$ cat src/rtl/sme_pkg.sv
// Shared types and constants for the string-match engine host-side sender.
// Latency: n/a (declarations only).
// Backpressure: n/a (declarations only).
package sme_pkg;

  localparam int CHAR_W   = 8;
  localparam int STR_MAX  = 32;
  localparam int PAT_MAX  = 8;
  localparam int NPAT_MAX = 4;   // pat_len / ld_pidx encodings give room for four slots

  // Characters with special meaning to the engine's pattern matcher
  localparam logic [CHAR_W-1:0] CH_BOL = 8'h5E;  // '^'
  localparam logic [CHAR_W-1:0] CH_EOL = 8'h24;  // '$'
  localparam logic [CHAR_W-1:0] CH_ANY = 8'h2E;  // '.'

  typedef enum logic [2:0] {
    ST_IDLE,
    ST_SEND_STR,
    ST_SEND_PAT,
    ST_WAIT_RES,
    ST_DONE
  } state_t;

  // Job configuration captured when a start is accepted
  typedef struct packed {
    logic [5:0]  str_len;
    logic [2:0]  num_pat;
    logic [15:0] pat_len;   // slot k at [4k+3:4k]
  } job_cfg_t;

  // One forwarded engine result
  typedef struct packed {
    logic       match;
    logic [4:0] index;
    logic [1:0] pidx;
    logic       timeout;
  } result_t;

  // A job is legal when the string and every used pattern slot are non-empty
  // and within their buffers, and the pattern count fits the configured slots.
  function automatic logic cfg_legal(input job_cfg_t cfg, input int str_max,
                                     input int pat_max, input int npat);
    logic ok;
    ok = (cfg.str_len != 6'd0) && (int'(cfg.str_len) <= str_max) &&
         (cfg.num_pat != 3'd0) && (int'(cfg.num_pat) <= npat);
    for (int k = 0; k < NPAT_MAX; k++) begin
      if (k < int'(cfg.num_pat)) begin
        if ((cfg.pat_len[4*k +: 4] == 4'd0) || (int'(cfg.pat_len[4*k +: 4]) > pat_max)) begin
          ok = 1'b0;
        end
      end
    end
    return ok;
  endfunction

endpackage

$ cat src/rtl/sme_char_buf.sv
// Character register file: one synchronous write port, one combinational read mux.
// Latency: write visible on the cycle after we; read is combinational.
// Backpressure: none; every write is taken.
// Ports: clk; we/waddr/wdata write port; raddr -> rdata read port.
// Contents are not reset; the host loads them before a job uses them.
module sme_char_buf
  import sme_pkg::*;
#(
  parameter int DEPTH = 32,
  parameter int AW    = 5
) (
  input  logic              clk,
  input  logic              we,
  input  logic [AW-1:0]     waddr,
  input  logic [CHAR_W-1:0] wdata,
  input  logic [AW-1:0]     raddr,
  output logic [CHAR_W-1:0] rdata
);

  logic [CHAR_W-1:0] mem [DEPTH];

  always_ff @(posedge clk) begin
    if (we) begin
      mem[waddr] <= wdata;
    end
  end

  assign rdata = mem[raddr];

endmodule

$ cat src/rtl/sme_job_sender.sv
// Host-side job sender: streams one string and up to NPAT patterns to the match engine, forwards results.
// Latency: first string char the cycle after start; result one cycle after the engine's valid.
// Backpressure: none toward the engine; waits in WAIT_RES for valid; loads and starts ignored while busy.
// Ports: ld_* host load bus; start/str_len/num_pat/pat_len job request; chardata/isstring/ispattern
//   to engine; valid/match/match_index from engine; res_* result pulse; busy/done/cfg_err status.
// Option: define SME_TIMEOUT_EN to add a per-pattern watchdog of TIMEOUT cycles in WAIT_RES.
module sme_job_sender
  import sme_pkg::*;
#(
  parameter int STR_MAX = 32,
  parameter int PAT_MAX = 8,
  parameter int NPAT    = 4,
  parameter int TIMEOUT = 255
) (
  input  logic              clk,
  input  logic              reset,
  input  logic              ld_we,
  input  logic              ld_sel,
  input  logic [1:0]        ld_pidx,
  input  logic [4:0]        ld_addr,
  input  logic [7:0]        ld_data,
  input  logic              start,
  input  logic [5:0]        str_len,
  input  logic [2:0]        num_pat,
  input  logic [15:0]       pat_len,
  output logic [7:0]        chardata,
  output logic              isstring,
  output logic              ispattern,
  input  logic              valid,
  input  logic              match,
  input  logic [4:0]        match_index,
  output logic              res_valid,
  output logic              res_match,
  output logic [4:0]        res_index,
  output logic [1:0]        res_pidx,
  output logic              res_timeout,
  output logic              busy,
  output logic              done,
  output logic              cfg_err
);

  state_t            state_q, state_d;
  job_cfg_t          cfg_q, cfg_d, start_cfg;
  logic [4:0]        cnt_q, cnt_d;
  logic [1:0]        pidx_q, pidx_d;
  result_t           res_q, res_d;
  logic              res_valid_d, done_d, busy_d, cfg_err_d;
  logic              isstring_d, ispattern_d;
  logic [CHAR_W-1:0] chardata_d, str_rdata, pat_rdata;
  logic [3:0]        cur_plen;
  logic              last_pat;
  logic              ld_ok;

`ifdef SME_TIMEOUT_EN
  localparam int WD_W = $clog2(TIMEOUT + 1);
  logic [WD_W-1:0] wd_q, wd_d;
`else
  logic unused_timeout;
  assign unused_timeout = (TIMEOUT > 0);
`endif

  assign start_cfg = '{str_len: str_len, num_pat: num_pat, pat_len: pat_len};
  assign cur_plen  = cfg_q.pat_len[{pidx_q, 2'b00} +: 4];
  assign last_pat  = ({1'b0, pidx_q} == (cfg_q.num_pat - 3'd1));
  // DONE lasts one cycle with busy already low, so the host may load there too
  assign ld_ok     = (state_q == ST_IDLE) || (state_q == ST_DONE);

  // Buffers are read at the next-state address so the char lands in the
  // output register on the same edge that moves the FSM.
  sme_char_buf #(.DEPTH(STR_MAX), .AW(5)) u_str_buf (
    .clk   (clk),
    .we    (ld_we && ld_ok && !ld_sel),
    .waddr (ld_addr),
    .wdata (ld_data),
    .raddr (cnt_d),
    .rdata (str_rdata)
  );

  sme_char_buf #(.DEPTH(NPAT * PAT_MAX), .AW(5)) u_pat_buf (
    .clk   (clk),
    .we    (ld_we && ld_ok && ld_sel && (int'(ld_pidx) < NPAT)),
    .waddr ({ld_pidx, ld_addr[2:0]}),
    .wdata (ld_data),
    .raddr ({pidx_d, cnt_d[2:0]}),
    .rdata (pat_rdata)
  );

  always_comb begin
    state_d     = state_q;
    cfg_d       = cfg_q;
    cnt_d       = cnt_q;
    pidx_d      = pidx_q;
    res_d       = res_q;
    res_valid_d = 1'b0;
    cfg_err_d   = 1'b0;
`ifdef SME_TIMEOUT_EN
    wd_d        = wd_q;
`endif

    case (state_q)
      ST_IDLE: begin
        if (start) begin
          if (cfg_legal(start_cfg, STR_MAX, PAT_MAX, NPAT)) begin
            cfg_d   = start_cfg;
            cnt_d   = 5'd0;
            state_d = ST_SEND_STR;
          end else begin
            cfg_err_d = 1'b1;
          end
        end
      end

      ST_SEND_STR: begin
        // Straight into pattern 0 with no idle cycle: the engine leaves string
        // mode as soon as isstring drops.
        if ({1'b0, cnt_q} == (cfg_q.str_len - 6'd1)) begin
          cnt_d   = 5'd0;
          pidx_d  = 2'd0;
          state_d = ST_SEND_PAT;
        end else begin
          cnt_d = cnt_q + 5'd1;
        end
      end

      ST_SEND_PAT: begin
        if (cnt_q == {1'b0, cur_plen - 4'd1}) begin
          cnt_d   = 5'd0;
          state_d = ST_WAIT_RES;
`ifdef SME_TIMEOUT_EN
          wd_d    = '0;
`endif
        end else begin
          cnt_d = cnt_q + 5'd1;
        end
      end

      ST_WAIT_RES: begin
        if (valid) begin
          res_valid_d = 1'b1;
          res_d       = '{match: match, index: match_index, pidx: pidx_q, timeout: 1'b0};
          if (last_pat) begin
            state_d = ST_DONE;
          end else begin
            pidx_d  = pidx_q + 2'd1;
            cnt_d   = 5'd0;
            state_d = ST_SEND_PAT;
          end
        end
`ifdef SME_TIMEOUT_EN
        else if (wd_q == WD_W'(TIMEOUT - 1)) begin
          res_valid_d = 1'b1;
          res_d       = '{match: 1'b0, index: 5'd0, pidx: pidx_q, timeout: 1'b1};
          state_d     = ST_DONE;
        end else begin
          wd_d = wd_q + 1'b1;
        end
`endif
      end

      ST_DONE: state_d = ST_IDLE;

      default: state_d = ST_IDLE;
    endcase

    isstring_d  = (state_d == ST_SEND_STR);
    ispattern_d = (state_d == ST_SEND_PAT);
    chardata_d  = isstring_d  ? str_rdata :
                  ispattern_d ? pat_rdata : '0;
    busy_d      = (state_d == ST_SEND_STR) || (state_d == ST_SEND_PAT) ||
                  (state_d == ST_WAIT_RES);
    done_d      = (state_d == ST_DONE);
  end

  always_ff @(posedge clk or posedge reset) begin
    if (reset) begin
      state_q   <= ST_IDLE;
      cfg_q     <= '0;
      cnt_q     <= '0;
      pidx_q    <= '0;
      res_q     <= '0;
      res_valid <= 1'b0;
      chardata  <= '0;
      isstring  <= 1'b0;
      ispattern <= 1'b0;
      busy      <= 1'b0;
      done      <= 1'b0;
      cfg_err   <= 1'b0;
`ifdef SME_TIMEOUT_EN
      wd_q      <= '0;
`endif
    end else begin
      state_q   <= state_d;
      cfg_q     <= cfg_d;
      cnt_q     <= cnt_d;
      pidx_q    <= pidx_d;
      res_q     <= res_d;
      res_valid <= res_valid_d;
      chardata  <= chardata_d;
      isstring  <= isstring_d;
      ispattern <= ispattern_d;
      busy      <= busy_d;
      done      <= done_d;
      cfg_err   <= cfg_err_d;
`ifdef SME_TIMEOUT_EN
      wd_q      <= wd_d;
`endif
    end
  end

  assign res_match   = res_q.match;
  assign res_index   = res_q.index;
  assign res_pidx    = res_q.pidx;
  assign res_timeout = res_q.timeout;

endmodule

$ cat config.mk
export PLATFORM = sky130hd
export DESIGN_NAME = sme_job_sender
export DESIGN_NICKNAME = d
export VERILOG_FILES = /design/src/rtl/sme_pkg.sv /design/src/rtl/sme_char_buf.sv /design/src/rtl/sme_job_sender.sv
export SDC_FILE = /design/constraint.sdc
export NUM_CORES = 1
export LEC_CHECK = 0
export CAP_MARGIN = 20
export CORE_ASPECT_RATIO = 1.4
export CORE_UTILIZATION = 44
export CTS_CLUSTER_DIAMETER = 200
export DETAILED_ROUTE_END_ITERATION = 8
export GPL_TIMING_DRIVEN = 0
export PLACE_DENSITY = 0.72
export RECOVER_POWER = 25
export REMOVE_ABC_BUFFERS = 1
export SLEW_MARGIN = 30
export SYNTH_ARGS = -nofsm -noshare
export SYNTH_HDL_FRONTEND = slang
export SYNTH_SLANG_ARGS = --single-unit
$ cat constraint.sdc
create_clock -name clk -period 5.8 [get_ports clk]
set_clock_uncertainty 0.1 [all_clocks]
set_input_delay 1.16 -clock clk [delete_from_list [all_inputs] [get_ports clk]]
set_output_delay 1.16 -clock clk [all_outputs]
set_load 0.05 [all_outputs]
==> results of run 1 <==
## power breakdown
part           internal [W]  switching, W  leakage [nW]
clock network       0.00202       0.00147         0.845
registers           0.00460      0.000111          5.32
logic               0.00244       0.00472          3.07
total               0.00907       0.00630          9.23
## synth_stat cells (4+ instances only)
cell type,count
a32oi_1,8
xor2_1,8
inv_1,16
nand2_1,360
mux4_2,4
nor2_1,95
a31oi_1,18
nor3_1,11
mux2i_1,148
ha_1,4
o22ai_1,7
nor2b_1,5
clkbuf_1,27
a21oi_1,120
nand3b_1,4
nand4_1,10
o21ai_0,47
buf_6,4
buf_2,35
dfrtp_1,57
nand2b_1,9
mux2_2,22
buf_4,14
xnor2_1,13
edfxtp_1,512
nand3_1,66
a221oi_1,9
nor4_1,8
o2111ai_1,7
buf_1,8
a22o_1,7
## layer usage
metal / GRT usage, % / vias up / wire length [µm]
li1: - / 6407 / -
met1: 24.8 / 7057 / 20900
met2: 35.5 / 616 / 28300
met3: 2.45 / 131 / 3330
met4: 9.40 / 2 / 2540
met5: 0 / - / 13
## cells by family after synthesis
logic type | synth area share [%]
other | 0.0161
XOR/XNOR | 0.788
multiplexers | 7.79
AO/OA/AOI/OAI | 6.41
buffers and inverters | 2.30
AND/OR/NAND/NOR | 10.5
adder cells (fa/ha/maj) | 0.214
flip-flops | 72.0
## final cells by class
class | instances | area, µm² | share of cell area [%]
Multi-Input combinational cell | 1035 | 6030 | 22.7
Clock buffer | 62 | 1360 | 5.12
Tap cell | 707 | 885 | 3.33
Timing Repair Buffer | 92 | 980 | 3.69
Clock inverter | 29 | 368 | 1.39
Inverter | 20 | 105 | 0.396
Sequential cell | 569 | 16800 | 63.3
## how the worst min path moves through the flow
| stage | startpoint | slack, ps | to |
|---|---|---|---|
| global route | res_match | 420 | res_match |
| finish | res_index[4] | 380 | res_index[4] |
| CTS | res_index[4] | 380 | res_index[4] |
| detailed placement | res_index[4] | 360 | res_index[4] |
| floorplan | cfg_q[10] | 380 | cfg_q[10] |
| global placement | res_index[4] | 360 | res_index[4] |
## timing repair
item                                    4_1_cts  5_1_grt
hold endpoints to repair                      0        0
hold buffers                                  0        0
endpoints found under the setup margin        0        7
resized for setup                             0        1
## critical path: stages
cell             delay [ps]
clkdlybuf4s50_1         420
or4_1                   530
nor2_1                  120
xnor2_1                 210
a41oi_1                 280
o21ai_0                 240
and2_4                  440
buf_12                  260
clkinv_16               270
buf_16                  350
mux2i_1                 260
mux2i_1                 130
a221oi_1                590
nor3_1                  210
a22o_1                  230
## stage by stage
step	instance area, µm²	power, W	utilization [%]	instances
floorplan	22900	0.00920	-	1624
global placement	24500	0.00982	46.9	2404
detailed placement	24900	0.0118	47.6	2422
CTS	26600	0.0153	50.9	2513
global route	26500	0.0161	50.8	2514
finish	26500	0.0154	50.8	2514
## layout by cell type, fill, tap and decap left out, drive strengths merged, types with 3 or more instances in the layout
| cell type | count |
|---|---|
| a211oi | 3 |
| a21oi | 120 |
| a221oi | 11 |
| a22o | 7 |
| a22oi | 4 |
| a31oi | 18 |
| a32oi | 8 |
| buf | 15 |
| bufinv | 8 |
| clkbuf | 74 |
| clkdlybuf4s50 | 64 |
| clkinv | 16 |
| clkinvlp | 4 |
| dfrtp | 57 |
| edfxtp | 512 |
| ha | 4 |
| inv | 21 |
| mux2 | 22 |
| mux2i | 148 |
| mux4 | 4 |
| nand2 | 360 |
| nand2b | 9 |
| nand3 | 66 |
| nand3b | 4 |
| nand4 | 10 |
| nor2 | 96 |
| nor2b | 5 |
| nor3 | 12 |
| nor4 | 8 |
| o2111ai | 7 |
| o21ai | 48 |
| o22ai | 7 |
| o31ai | 3 |
| or2 | 3 |
| or3 | 3 |
| or4 | 3 |
| xnor2 | 13 |
| xor2 | 8 |
## flip-flops by register name (all words and copies together), names as in the netlist, 2 cells and up
register / cells
chardata: 8
state_q: 3
res_index: 5
u_str_buf.mem: 256
res_pidx: 2
cfg_q: 25
u_pat_buf.mem: 256
pidx_q: 2
cnt_q: 5
==> results.toml, run 1 <==
[run_status]
status = "finished with violations"
violations = "capacitance limit, slew limit"

[worst_setup_path]
cp-start-kind = "input port"
end_kind = "flop"
crit_path_max_fanout = 125
timing.rr.start = "pidx_q[0]"
crit_type = "input port to flop"
r2r-end = "chardata[5]"
crit_end = "chardata[5]"
reg2reg_depth = 16
startpoint = "str_len[0]"
cp.required_ps = 6170
crit_arrival_ps = 5930
reg2reg_slack_ps = 250

[sta]
rsz0062_at_grt = "false"
finalHoldViolCount = 0
fin_hold_ws_ps = 380
fmax_mhz = 180
relSlewSlack_pct = -95.9
drv_slew = 304
setup_slack_ps = 236
worst_pin_slew_ps = 2940
setup_viol = 0
tns_ps = 0
fin_crit_sh_pct = 95.9
finalCriticalPeriod_ps = 5560

[logic_synthesis]
synth_edf_count = 512
syn_avg_cell_area_um2 = 13.6
synth_cell_types = 64
yosysSeqAreaShare_pct = 72.0
ys_seq_elements = 569
ys.flop_type = "edfxtp_1"
yosys.area.top_type = "edfxtp_1"
synth.yosys.warnings = 0
synthCells = 1712
async_reset_ff_share_pct = 10.0
syn_area_um2 = 23300
synth_top_area_share_pct = 65.9
yosys-top-cells-area = "edfxtp_1 (66%), mux2i_1 (6.3%), dfrtp_1 (6.1%)"

[pwr]
peakVddDrop_mv = 0.706
p_per_area_nw_per_um2 = 579
power.leakage_nw = 9.23

[routing]
routed_via_density = 5.65
vias = 14200
wl_per_cell_um = 21.9
drtAntennaViolNets = 0
firstDrtPassIters = 9
wirelength_um = 55100
first_iter_violations = 1359
drcViolationCount = 0

[clock_tree]
clkLatencyLatePin_ps = 580
cts_buffer_depth = 3
cts.clk_slew.worst_paths_ps = 70
cts_made_buffers = 49
htreeDepth = 2
root_buffer = "clkbuf_16"
post_cts_buffers = 0
cts_tree = "done"
clock_sinks = 569

[finish]
n_antenna_cell = 0
fill_cells = 4331
syn_to_final_growth_pct = 13.7
drive_gt1_share_pct = 7.97
nets = 1823

[grt]
grt_remaining_overflow = 0
first_global_vias = 13900
antenna_found_initial = 1
grtUsageTotal_pct = 20.2
grt_max_degree = 130
grt_pass1_wl_um = 82300

[placed_design]
hpwl_um = 33900
pre_cts_slack_ps = -318
portBuffers = 73
routabilityCongestion = 0.836

[min_path]
hp-class = "flop to flop"
whs_path_depth = 2

[floorplanning]
die_width_um = 197
die_h_um = 275
core-area_um2 = 52300
io_pins = 75
die_area_um2 = 54000
num_rows = 99
initial_core_util_pct = 44.7

[flow_run]
maxCapViolCount = 6
(Power assumes the default switching activity.)
==> inputs of run 2 (changes only) <==
--- a/config.mk
+++ b/config.mk
@@ -10,8 +10,9 @@
 export CORE_UTILIZATION = 44
 export CTS_CLUSTER_DIAMETER = 200
 export DETAILED_ROUTE_END_ITERATION = 8
+export DONT_BUFFER_PORTS = 1
 export GPL_TIMING_DRIVEN = 0
-export PLACE_DENSITY = 0.72
+export PLACE_DENSITY = 0.71
 export RECOVER_POWER = 25
 export REMOVE_ABC_BUFFERS = 1
 export SLEW_MARGIN = 30
==> run 2 against run 1 <==
The run now ends clean. Sequential share of layout area up 2.2 points. Design area down 3.4%. Final cell count down 3.2%. Critical path depth up 1. Sequential cell count unchanged. Sequential power up 4.7%. Clock-buffer cell count up 4. Critical path type is now flop to flop. Largest power group unchanged. Highest routed layer unchanged.
==> results.toml, run 2 (synthesis results as in run 1) <==
[placed_design]
hpwl_um = 32600
portBuffers = 0
routabilityCongestion = 0.818
pre_cts_slack_ps = -188

[grt]
antenna_found_initial = 1
grt_pass1_wl_um = 81100
grtUsageTotal_pct = 19.8
grt_remaining_overflow = 0
first_global_vias = 13700
grt_max_degree = 129

[clock_tree]
post_cts_buffers = 0
ctsHoldBuffers = 0
cts_buffer_depth = 3
root_buffer = "clkbuf_16"
cts_made_buffers = 49
cts.clk_slew.worst_paths_ps = 70
htreeDepth = 2
cts_tree = "done"
clkLatencyLatePin_ps = 570
clock_sinks = 569

[min_path]
hp-class = "flop to flop"
whs_endpoint = "cfg_q[9]"
hp-start = "cfg_q[9]"
whs_path_depth = 1

[sta]
tns_ps = 0
fin_crit_sh_pct = 95.9
finalHoldViolCount = 0
setup_slack_ps = 239
setup_viol = 0
finalCriticalPeriod_ps = 5560
fin_hold_ws_ps = 402
relSlewSlack_pct = 36.3
fmax_mhz = 180
worst_pin_slew_ps = 952
drv_slew = 0
rsz0062_at_grt = "false"

[routing]
drtAntennaViolNets = 0
drcViolationCount = 0
routed_via_density = 5.73
vias = 14000
first_iter_violations = 1548
wl_per_cell_um = 22.3
firstDrtPassIters = 6
wirelength_um = 54200

[floorplanning]
initial_core_util_pct = 44.7
die_width_um = 197
io_pins = 75
num_rows = 99
die_h_um = 275
die_area_um2 = 54000
core-area_um2 = 52300

[worst_setup_path]
crit_path_top_delay_cell = "mux4_2"
slowest_delay_ps = 610
crit_buf_inv = 4
crit_arrival_ps = 5910
reg2reg_depth = 16
path_delay_family = "compound AO/OA/AOI/OAI gates"
crit_path_max_fanout = 65
reg2reg_slack_ps = 240
cp-start-kind = "flop"
timing.rr.start = "pidx_q[0]"
cp.required_ps = 6150
end_kind = "flop"
crit_cells = 16
crit_type = "flop to flop"
cp_cell_sequence = "mux4_2 -> inv_1 -> ha_1 -> xnor2_1 -> nor4_2 -> a211oi_2 -> o211ai_1 -> and2_4 -> buf_16 -> clkinv_16 -> buf_16 -> mux2i_1 -> mux2i_1 -> a221oi_1 -> a21oi_1 -> a211o_1"
r2r-end = "chardata[6]"

[finish]
syn_to_final_growth_pct = 9.85
fill_cells = 4422
multi_input_area_um2 = 6080
reg_top3 = "u_pat_buf.mem x256, u_str_buf.mem x256, cfg_q x25"
seq_area_um2 = 16800
drive_gt1_share_pct = 7.59
layout_common_cells = "edfxtp_1 (512), nand2_1 (360), mux2i_1 (148), a21oi_1 (119), nor2_1 (93)"
n_antenna_cell = 0
nets = 1745
final_common_cell = "edfxtp_1"

[flow_run]
maxCapViolCount = 0

[pwr]
p_per_area_nw_per_um2 = 581
peakVddDrop_mv = 0.562
power.leakage_nw = 8.85

[run_status]
status = "complete, no violations"
## run 2: cell types whose count changed in the layout (fill, tap and decap cells not counted), sizes merged, moves of 2 or more
cell / before / now
buf: 15 / 10
clkbuf: 74 / 67
inv: 21 / 19
clkinv: 16 / 19
bufinv: 8 / 3
clkdlybuf4s50: 64 / 0
and2: 2 / 4
## run 2: worst max-delay path by stage
| stage | start | endpoint | slack (ps) |
|---|---|---|---|
| 2_1_floorplan | str_len[0] | chardata[6] | -3060 |
| 3_3_place_gp | pidx_q[0] | chardata[4] | -7490 |
| 3_5_place_dp | pidx_q[0] | chardata[2] | -190 |
| 4_1_cts | pidx_q[0] | chardata[1] | 60 |
| 5_1_grt | pidx_q[0] | chardata[6] | 120 |
| 6_report | pidx_q[0] | chardata[6] | 240 |
## run 2: final cells by class
type / instances / share of cell area [%]
Sequential cell: 569 / 65.5
Multi-Input combinational cell: 1037 / 23.7
Clock buffer: 66 / 5.24
Tap cell: 707 / 3.45
Timing Repair Buffer: 11 / 0.908
Clock inverter: 23 / 0.712
Inverter: 20 / 0.420
Timing Repair inverter: 1 / 0.0439
## run 2: worst register-to-register path, delay by kind of cell (launching register included)
family / cells / cell delay, ps
AO/OA/AOI/OAI: 5 / 1580
multiplexers: 3 / 1090
buffers and inverters: 4 / 1010
AND/OR/NAND/NOR: 2 / 730
flip-flops: 1 / 540
adder cells (fa/ha/maj): 1 / 230
XOR/XNOR: 1 / 140
## run 2: per-stage QoR
stage / total power (W) / utilization (%) / cell area, µm² / cells
floorplan: 0.00920 / - / 22900 / 1624
global placement: 0.00955 / 45.5 / 23800 / 2331
detailed placement: 0.0116 / 46.0 / 24000 / 2341
CTS: 0.0148 / 48.9 / 25600 / 2432
global route: 0.0156 / 49.0 / 25600 / 2434
finish: 0.0149 / 49.0 / 25600 / 2434
## run 2: what timing repair did
item | 4_1_cts | 5_1_grt
endpoints found under the setup margin | 8 | 8
gates resized for setup | 2 | 5
pin swaps | 1 | 0
hold endpoints to repair | 0 | 0
gates cloned | 2 | 2
## run 2: per-layer routing
layer,up-vias,wire [µm],global-route usage [%]
li1,6257,-,-
met1,6925,20300,24.2
met2,649,27500,34.7
met3,124,4080,2.94
met4,2,2290,9.26
met5,-,13,0
## run 2: power by group
part / switching (W) / internal, W
combinational: 0.00448 / 0.00232
clock: 0.00142 / 0.00175
sequential: 0.000339 / 0.00459
